### config.mk
export PLATFORM = sky130hd
export DESIGN_NAME = pcnt_pulse_gen
export DESIGN_NICKNAME = d
export VERILOG_FILES = /design/src/rtl/pcnt_pulse_gen.sv
export SDC_FILE = /design/constraint.sdc
export NUM_CORES = 1
export LEC_CHECK = 0
export ABC_AREA = 1
export BUFFER_PORTS_ARGS = -buffer_cell sky130_fd_sc_hd__buf_4
export CAP_MARGIN = 0
export CELL_PAD_IN_SITES_DETAIL_PLACEMENT = 0
export CELL_PAD_IN_SITES_GLOBAL_PLACEMENT = 1
export CORE_ASPECT_RATIO = 1.5
export CORE_MARGIN = 5
export CORE_UTILIZATION = 40
export CTS_CLUSTER_SIZE = 28
export DETAILED_ROUTE_END_ITERATION = 7
export GPL_TIMING_DRIVEN = 0
export PLACE_DENSITY_LB_ADDON = 0.1
export SLEW_MARGIN = 20
export SYNTH_ARGS = -nofsm -noshare
export SYNTH_HDL_FRONTEND = slang
export SYNTH_SLANG_ARGS = --single-unit
### constraint.sdc
create_clock -name pgen_clk_i -period 2.7 [get_ports pgen_clk_i]
set_input_delay 0.405 -clock pgen_clk_i [delete_from_list [all_inputs] [get_ports pgen_clk_i]]
set_output_delay 0.405 -clock pgen_clk_i [all_outputs]
set_load 0.05 [all_outputs]
### src/rtl/pcnt_pulse_gen.sv
`default_nettype none
// ============================================================================
// Module      : pcnt_pulse_gen
// Description : Programmable pulse-train generator driving a pulse counter's
//               event/direction inputs with a burst of N pulses of period P
//               and high time H. Optional pulse-sent counter output is enabled
//               by defining PCNT_PULSE_GEN_SENT_CNT_EN.
// Revision    : 1.0 - initial release
// ============================================================================
module pcnt_pulse_gen #(
    parameter int CNT_W = 16,
    parameter int DIV_W = 16
) (
    input  logic             pgen_clk_i,
    input  logic             pgen_rst_i,
    input  logic             pgen_start_i,
    input  logic             pgen_stop_i,
    input  logic             pgen_dir_i,
    input  logic [CNT_W-1:0] pgen_count_i,
    input  logic [DIV_W-1:0] pgen_period_i,
    input  logic [DIV_W-1:0] pgen_high_i,
    output logic             pgen_event_o,
    output logic             pgen_up_down_o,
    output logic             pgen_busy_o,
    output logic             pgen_done_o
`ifdef PCNT_PULSE_GEN_SENT_CNT_EN
    ,
    output logic [CNT_W-1:0] pgen_sent_o
`endif
);

    localparam logic [1:0] c_IDLE = 2'd0;
    localparam logic [1:0] c_HIGH = 2'd1;
    localparam logic [1:0] c_LOW  = 2'd2;

    logic [1:0]       r_state;
    logic [DIV_W-1:0] r_phase;
    logic [DIV_W-1:0] r_high_len;
    logic [DIV_W-1:0] r_low_len;
    logic [CNT_W-1:0] r_count;
    logic [CNT_W-1:0] r_pulse;
    logic             r_event;
    logic             r_dir;
    logic             r_busy;
    logic             r_done;

    logic [DIV_W-1:0] w_period;
    logic [DIV_W-1:0] w_high;
    logic [DIV_W-1:0] w_low;
    logic [CNT_W-1:0] w_pulse_inc;
    logic             w_last;

    // Clamp so every period has at least one high and one low cycle.
    assign w_period = (pgen_period_i < DIV_W'(2)) ? DIV_W'(2) : pgen_period_i;
    assign w_high   = (pgen_high_i == '0)        ? DIV_W'(1) :
                      (pgen_high_i >= w_period)  ? (w_period - DIV_W'(1)) :
                                                   pgen_high_i;
    assign w_low    = w_period - w_high;

    // Pulse index saturates so continuous mode never wraps.
    assign w_pulse_inc = (r_pulse == '1) ? r_pulse : (r_pulse + CNT_W'(1));
    assign w_last      = (r_count != '0) && (r_pulse == r_count);

    always_ff @(posedge pgen_clk_i or posedge pgen_rst_i) begin
        if (pgen_rst_i) begin
            r_state    <= c_IDLE;
            r_phase    <= '0;
            r_high_len <= '0;
            r_low_len  <= '0;
            r_count    <= '0;
            r_pulse    <= '0;
            r_event    <= 1'b0;
            r_dir      <= 1'b0;
            r_busy     <= 1'b0;
            r_done     <= 1'b0;
        end else begin
            r_done <= 1'b0;
            case (r_state)
                c_IDLE: begin
                    if (pgen_start_i && !pgen_stop_i) begin
                        r_state    <= c_HIGH;
                        r_phase    <= DIV_W'(1);
                        r_high_len <= w_high;
                        r_low_len  <= w_low;
                        r_count    <= pgen_count_i;
                        r_pulse    <= CNT_W'(1);
                        r_dir      <= pgen_dir_i;
                        r_event    <= 1'b1;
                        r_busy     <= 1'b1;
                    end
                end
                c_HIGH: begin
                    if (pgen_stop_i) begin
                        r_state <= c_IDLE;
                        r_phase <= '0;
                        r_event <= 1'b0;
                        r_busy  <= 1'b0;
                    end else if (r_phase == r_high_len) begin
                        r_state <= c_LOW;
                        r_phase <= DIV_W'(1);
                        r_event <= 1'b0;
                    end else begin
                        r_phase <= r_phase + DIV_W'(1);
                    end
                end
                c_LOW: begin
                    if (pgen_stop_i) begin
                        r_state <= c_IDLE;
                        r_phase <= '0;
                        r_busy  <= 1'b0;
                    end else if (r_phase == r_low_len) begin
                        if (w_last) begin
                            r_state <= c_IDLE;
                            r_phase <= '0;
                            r_busy  <= 1'b0;
                            r_done  <= 1'b1;
                        end else begin
                            r_state <= c_HIGH;
                            r_phase <= DIV_W'(1);
                            r_pulse <= w_pulse_inc;
                            r_event <= 1'b1;
                        end
                    end else begin
                        r_phase <= r_phase + DIV_W'(1);
                    end
                end
                default: begin
                    r_state <= c_IDLE;
                    r_phase <= '0;
                    r_event <= 1'b0;
                    r_busy  <= 1'b0;
                end
            endcase
        end
    end

    assign pgen_event_o   = r_event;
    assign pgen_up_down_o = r_dir;
    assign pgen_busy_o    = r_busy;
    assign pgen_done_o    = r_done;

`ifdef PCNT_PULSE_GEN_SENT_CNT_EN
    // The running pulse index doubles as the sent count: it holds in IDLE.
    assign pgen_sent_o = r_pulse;
`endif

endmodule
`default_nettype wire

==> reports/qor.yml, run 1 <==
status: "finished with violations"
violations: "setup timing"
hold_slack_ns: 0.145
switchingPower_mw: 2.26
crit_type: "primary input to flop"
slew_violations: 0
yosysWarnings: 0
gp_congestion: 0.858
floorplan.core_area_mm2: 0.0161
vias: 6250
vias_per_cell: 5.06
grt_setup_unrepaired: "true"
muxShareOfSynthArea: 0
synth_cell_types: 45
busiest_layer: "met2"
grt_pass1_vias: 6470
antenna_cells: 0
io_buffers: 56
wl_per_cell_um: 16.3
most-common-layout-cells: "nand2_1, inv_1, buf_4, dfrtp_1"
synth_area_per_cell_um2: 7.11
post-route-drc-count: 0
setup_ws_ns: -0.930
syn_inst: 914
root_buffer: "clkbuf_16"
power_frac_clock: 0.210
async_flop_share: 1.00
die_y_um: 166
grt_max_degree: 47
placed_area_mm2: 0.00728
synthAdderAreaFrac: 0.0705
cts_tree: "built"
ys_ff_latch: 86
worstPathRequired_ns: 2.91
die_w_um: 114
h-tree-depth: 3
antenna_found_initial: 0
p_per_area_mw_per_mm2: 674
rows: 57
drive_gt1_frac: 0.251
arrival_ns: 3.84
finClkSkew_ns: 0.00670
cp_common_cell: "nand2_2"
startpoint_type: "primary input"
crit_family: "simple AND/OR/NAND/NOR gates"
power_mw: 5.61
worst_pin_slew_ns: 0.890
critPathSlowestCell: "fa_2"
postCtsHoldBufs: 0
switching_share: 0.404
hold_viol: 0
place_hpwl_mm: 15.8
fin_crit_sh: 1.34
grt_pass1_wl_mm: 32.1
wirelength_mm: 20.1
synth_top_family_by_area: "simple AND/OR/NAND/NOR gates"
max_stage_delay_ns: 0.40
drv_cap: 0
grtUsageMet3: 0.0106
grt_util_met2: 0.432
cts_sinks: 86
final_cell_area_mm2: 0.00832
drt_pass1_iterations: 6
grt.total_usage: 0.214
ios: 57
cts_made_buffers: 9
intPower_mw: 3.34
pwr-share-seq: 0.365
path_max_fanout: 6
start_util: 0.403
combPwrFrac: 0.425
endpoint_kind: "flop"
dieArea_mm2: 0.0189
finish.utilization: 0.516
grt_util_met1: 0.210
synth_edf_count: 0
finalSetupViolCount: 15
leakagePower_nw: 3.92
final_nets: 1113
clk_latency_ns: 0.34
ir_drop_uv: 426
synth-compound-area-share: 0.134
final_common_cell: "nand2_1"
max_freq_mhz: 275
min_period_ns: 3.63
route.antenna.remaining_nets: 0
grt.overflow.total: 0
syn_area_mm2: 0.00650
area_growth_pct: 28.1
synthXorXnorAreaFrac: 0.0674
synth-simple-area-share: 0.300
slew_headroom: 0.404
drt_iter0_markers: 336
cts_buffer_depth: 2
clkTransAtPathRegs_ns: 0.07
yosysSeqAreaShare: 0.331
path_buf_inv: 3
worstHoldPathType: "primary input to async pin"
synth_ff_type: "dfrtp_1"
syn_nets: 1003
## layer usage
| metal | wire length (um) | up-vias |
|---|---|---|
| li1 | - | 3208 |
| met2 | 11600 | 113 |
| met3 | 367 | 50 |
| met5 | 0 | - |
| met4 | 1010 | 0 |
| met1 | 7100 | 2879 |
## sequential cells by signal, summed over array words and instances, names as in the netlist, 2 cells and up
register / count
r_count: 16
r_phase: 16
r_pulse: 16
r_high_len: 16
r_low_len: 16
r_state: 2
## cells in the mapped netlist, drive strengths merged, types with 15 or more instances
master	number	area share
o211ai	15	0.017
xnor2	29	0.039
nand3	54	0.042
nand4	30	0.029
clkbuf	29	0.018
ha	35	0.067
inv	113	0.065
xor2	21	0.028
a21oi	27	0.021
nand2	257	0.15
nor2	65	0.041
dfrtp	86	0.33
o21ai	75	0.068
or2	16	0.015
## logic make-up after synthesis
group / count (synthesis)
buf+inv: 154
simple gates: 447
compound gates: 141
flops: 86
fa+ha+maj: 36
xor+xnor: 50
## final cells by class
class                   count  area, um2
plain buffers              41        228
clock buffers               9        225
clock inverters             7       48.8
fillers                  1702       7800
inverters                 113        432
multi-input cells         674       4160
flip-flops and latches     86       2150
well taps                 206        258
repair buffers             99        816
## what timing repair did
action | 4_1_cts | 5_1_grt
pin swaps | 28 | 49
endpoints found under the setup margin | 17 | 16
resized for setup | 52 | 67
setup buffers | 25 | 18
## final timing paths
path | end | slack (ns) | cells after the start | startpoint
worst max-delay path | r_low_len[14]$_DFFE_PP0P_ | -0.93 | 29 | pgen_period_i[8]
worst min-delay path | pgen_up_down_o$_DFFE_PP0P_ | 0.15 | 2 | pgen_rst_i
worst max register to register | r_count[8]$_DFFE_PP0P_ | 0.29 | 8 | r_state[1]$_DFFE_PP0P_
worst min register to register | pgen_up_down_o$_DFFE_PP0P_ | 0.47 | 2 | pgen_up_down_o$_DFFE_PP0P_
max in group asynchronous | r_pulse[7]$_DFFE_PP0P_ | 1.90 | 3 | pgen_rst_i
min in group pgen_clk_i | r_count[0]$_DFFE_PP0P_ | 0.26 | 3 | pgen_count_i[0]
## per-stage QoR
step	setup TNS [ns]	std cells	worst slack, ns
finish	-9.46	1235	-0.930
global route	-12.13	1235	-1.10
CTS	-9.79	1218	-0.979
detailed placement	-26.86	1177	-1.91
global placement	-125.54	1176	-1.89
floorplan	-6.23	914	-0.807
## power groups by stage
stage | logic (mW) | registers (mW) | clock network (mW)
floorplan | 1.44 | 2.05 | 0
global placement | 2.06 | 2.06 | 0
detailed placement | 2.08 | 2.08 | 0
CTS | 2.21 | 2.05 | 1.20
global route | 2.69 | 2.10 | 1.25
finish | 2.38 | 2.05 | 1.18
Power figures use the tool's default switching activity.
==> run 2: changes to the inputs <==
==> constraint.sdc (replaced) <==
create_clock -name pgen_clk_i -period 2.7 [get_ports pgen_clk_i]
set_input_delay 0 -clock pgen_clk_i [delete_from_list [all_inputs] [get_ports pgen_clk_i]]
set_output_delay 0 -clock pgen_clk_i [all_outputs]
set_load 0.05 [all_outputs]
==> reports/qor.yml, run 2 (synthesized netlist as in run 1, its figures left out) <==
worst_pin_slew_ns: 0.823  # -0.0671 ns
setup_ws_ns: -0.527  # +0.404 ns
ios: 57  # unchanged
power_mw: 5.81  # +3.5%
holdPathStages: 3
die_y_um: 166  # unchanged
wl_per_cell_um: 15.9  # -2.1%
grt_pass1_vias: 6494  # +0.37%
endpoint_kind: "flop"
place_ws_ns: -1.50  # +0.401 ns
violations: "setup timing"
holdPathEnd: "r_high_len[4]$_DFFE_PP0P_"
vias: 6275  # +0.40%
area_growth_pct: 30.4
leakagePower_nw: 4.00  # +2.0%
min_period_ns: 3.23  # -0.404 ns
placed_cells: 1177  # unchanged
max_freq_mhz: 310  # +13%
drive_gt1_frac: 0.225  # -0.0259
final_common_cell: "nand2_1"
finish.utilization: 0.526  # +0.00947
vias_per_cell: 5.03  # -0.57%
final_cells: 1247  # +0.97%
most-common-layout-cells: "nand2_1, inv_1, dfrtp_1, buf_4, nor2_1"
die_w_um: 114  # unchanged
final_cell_area_mm2: 0.00847  # +1.8%
grt.overflow.total: 0  # unchanged
ir_drop_uv: 342  # -20%
finClkSkew_ns: 0.00727  # +0.000573 ns
crit_type: "primary input to flop"
grt_setup_unrepaired: "true"
startpoint_type: "primary input"
max_stage_delay_ns: 0.35  # -0.05 ns
route.antenna.remaining_nets: 0  # unchanged
antenna_found_initial: 0  # unchanged
io_buffers: 56  # unchanged
hold_viol: 0  # unchanged
critPathSlowestCell: "fa_2"
drv_cap: 0  # unchanged
placed_area_mm2: 0.00729  # +0.10%
grt_pass1_wl_mm: 31.9  # -0.84%
status: "finished with violations"
r2r_slack_ns: 0.46  # +0.17 ns
worstReg2RegStart: "r_phase[14]$_DFFE_PP0N_"
wirelength_mm: 19.9  # -1.1%
worstHoldPathType: "primary input to flop"
reg2reg_depth: 11  # +3
clk_latency_ns: 0.34  # about the same
cp_common_cell: "nand2_2"
final_nets: 1125  # +1.1%
cts_sinks: 86  # unchanged
arrival_ns: 3.43  # -0.41 ns
cts_buffer_depth: 2  # unchanged
crit_path_start: "pgen_period_i[10]"
holdCritStartpoint: "pgen_high_i[4]"
p_per_area_mw_per_mm2: 685  # +1.7%
floorplan.core_area_mm2: 0.0161  # unchanged
hold_slack_ns: 0.0582  # -0.0870 ns
r2r-end: "pgen_event_o$_DFFE_PP0P_"
root_buffer: "clkbuf_16"
start_util: 0.403  # unchanged
worstPathRequired_ns: 2.90  # about the same
post-route-drc-count: 0  # unchanged
finalSetupViolCount: 12  # -3
cts_tree: "built"
drt_iter0_markers: 243  # -28%
drt_pass1_iterations: 4  # -2
cts_made_buffers: 9  # unchanged
grt.total_usage: 0.213  # -0.00139
grt_max_degree: 61  # +30%
place_hpwl_mm: 15.8  # about the same
rows: 57  # unchanged
gp_congestion: 0.878  # +2.3%
clkTransAtPathRegs_ns: 0.06  # about the same
tns_ns: -3.85  # +5.60 ns
path_max_fanout: 5  # -1
slew_headroom: 0.451  # +0.0469
fin_crit_sh: 1.20  # -0.150
slew_violations: 0  # unchanged
antenna_cells: 0  # unchanged
dieArea_mm2: 0.0189  # unchanged
h-tree-depth: 3  # unchanged
[run 2: how the worst max path moves through the flow]
| stage | endpoint | slack, ns | cells after the start |
|---|---|---|---|
| global route | r_low_len[14]$_DFFE_PP0P_ | -0.71 | 28 |
| CTS | r_low_len[14]$_DFFE_PP0P_ | -0.56 | 29 |
| detailed placement | r_low_len[10]$_DFFE_PP0P_ | -1.50 | 26 |
| floorplan | r_low_len[10]$_DFFE_PP0P_ | -0.40 | 30 |
| global placement | r_low_len[10]$_DFFE_PP0P_ | -1.50 | 26 |
| finish | r_low_len[14]$_DFFE_PP0P_ | -0.53 | 29 |
[run 2: area by class of cell]
cell class / count / area (um2)
Multi-Input combinational cell: 674 / 4080
Tap cell: 206 / 258
Buffer: 41 / 231
Clock inverter: 4 / 77.6
Fill cell: 1641 / 7640
Clock buffer: 12 / 267
Timing Repair Buffer: 111 / 971
Inverter: 113 / 437
Sequential cell: 86 / 2150
[run 2: critical path, delay by kind of cell]
family | cells | cell delay, ns
adder cells (fa/ha/maj) | 3 | 0.80
AO/OA/AOI/OAI | 3 | 0.27
AND/OR/NAND/NOR | 20 | 2.06
buffers and inverters | 3 | 0.31
[run 2: what timing repair did]
| action | CTS | global route |
|---|---|---|
| pin swaps | 25 | 39 |
| gates cloned | 0 | 1 |
| gates resized for setup | 46 | 53 |
| buffers inserted | 19 | 15 |
| hold buffers | 19 | 0 |
| setup endpoints to repair | 15 | 16 |
| endpoints found under the hold margin | 104 | 0 |
[run 2: report_power, final]
group,switching (mW),internal [mW],leakage (nW)
logic,1.34,0.992,2.73
registers,0.358,1.70,1.11
clock network,0.526,0.890,0.169
[run 2: per-layer routing]
layer	routed length [um]	global-route usage	share of wire
met1	7210	0.207	0.36
met5	0	0	0
met4	960	0.106	0.048
met2	11200	0.425	0.57
met3	462	0.0230	0.023
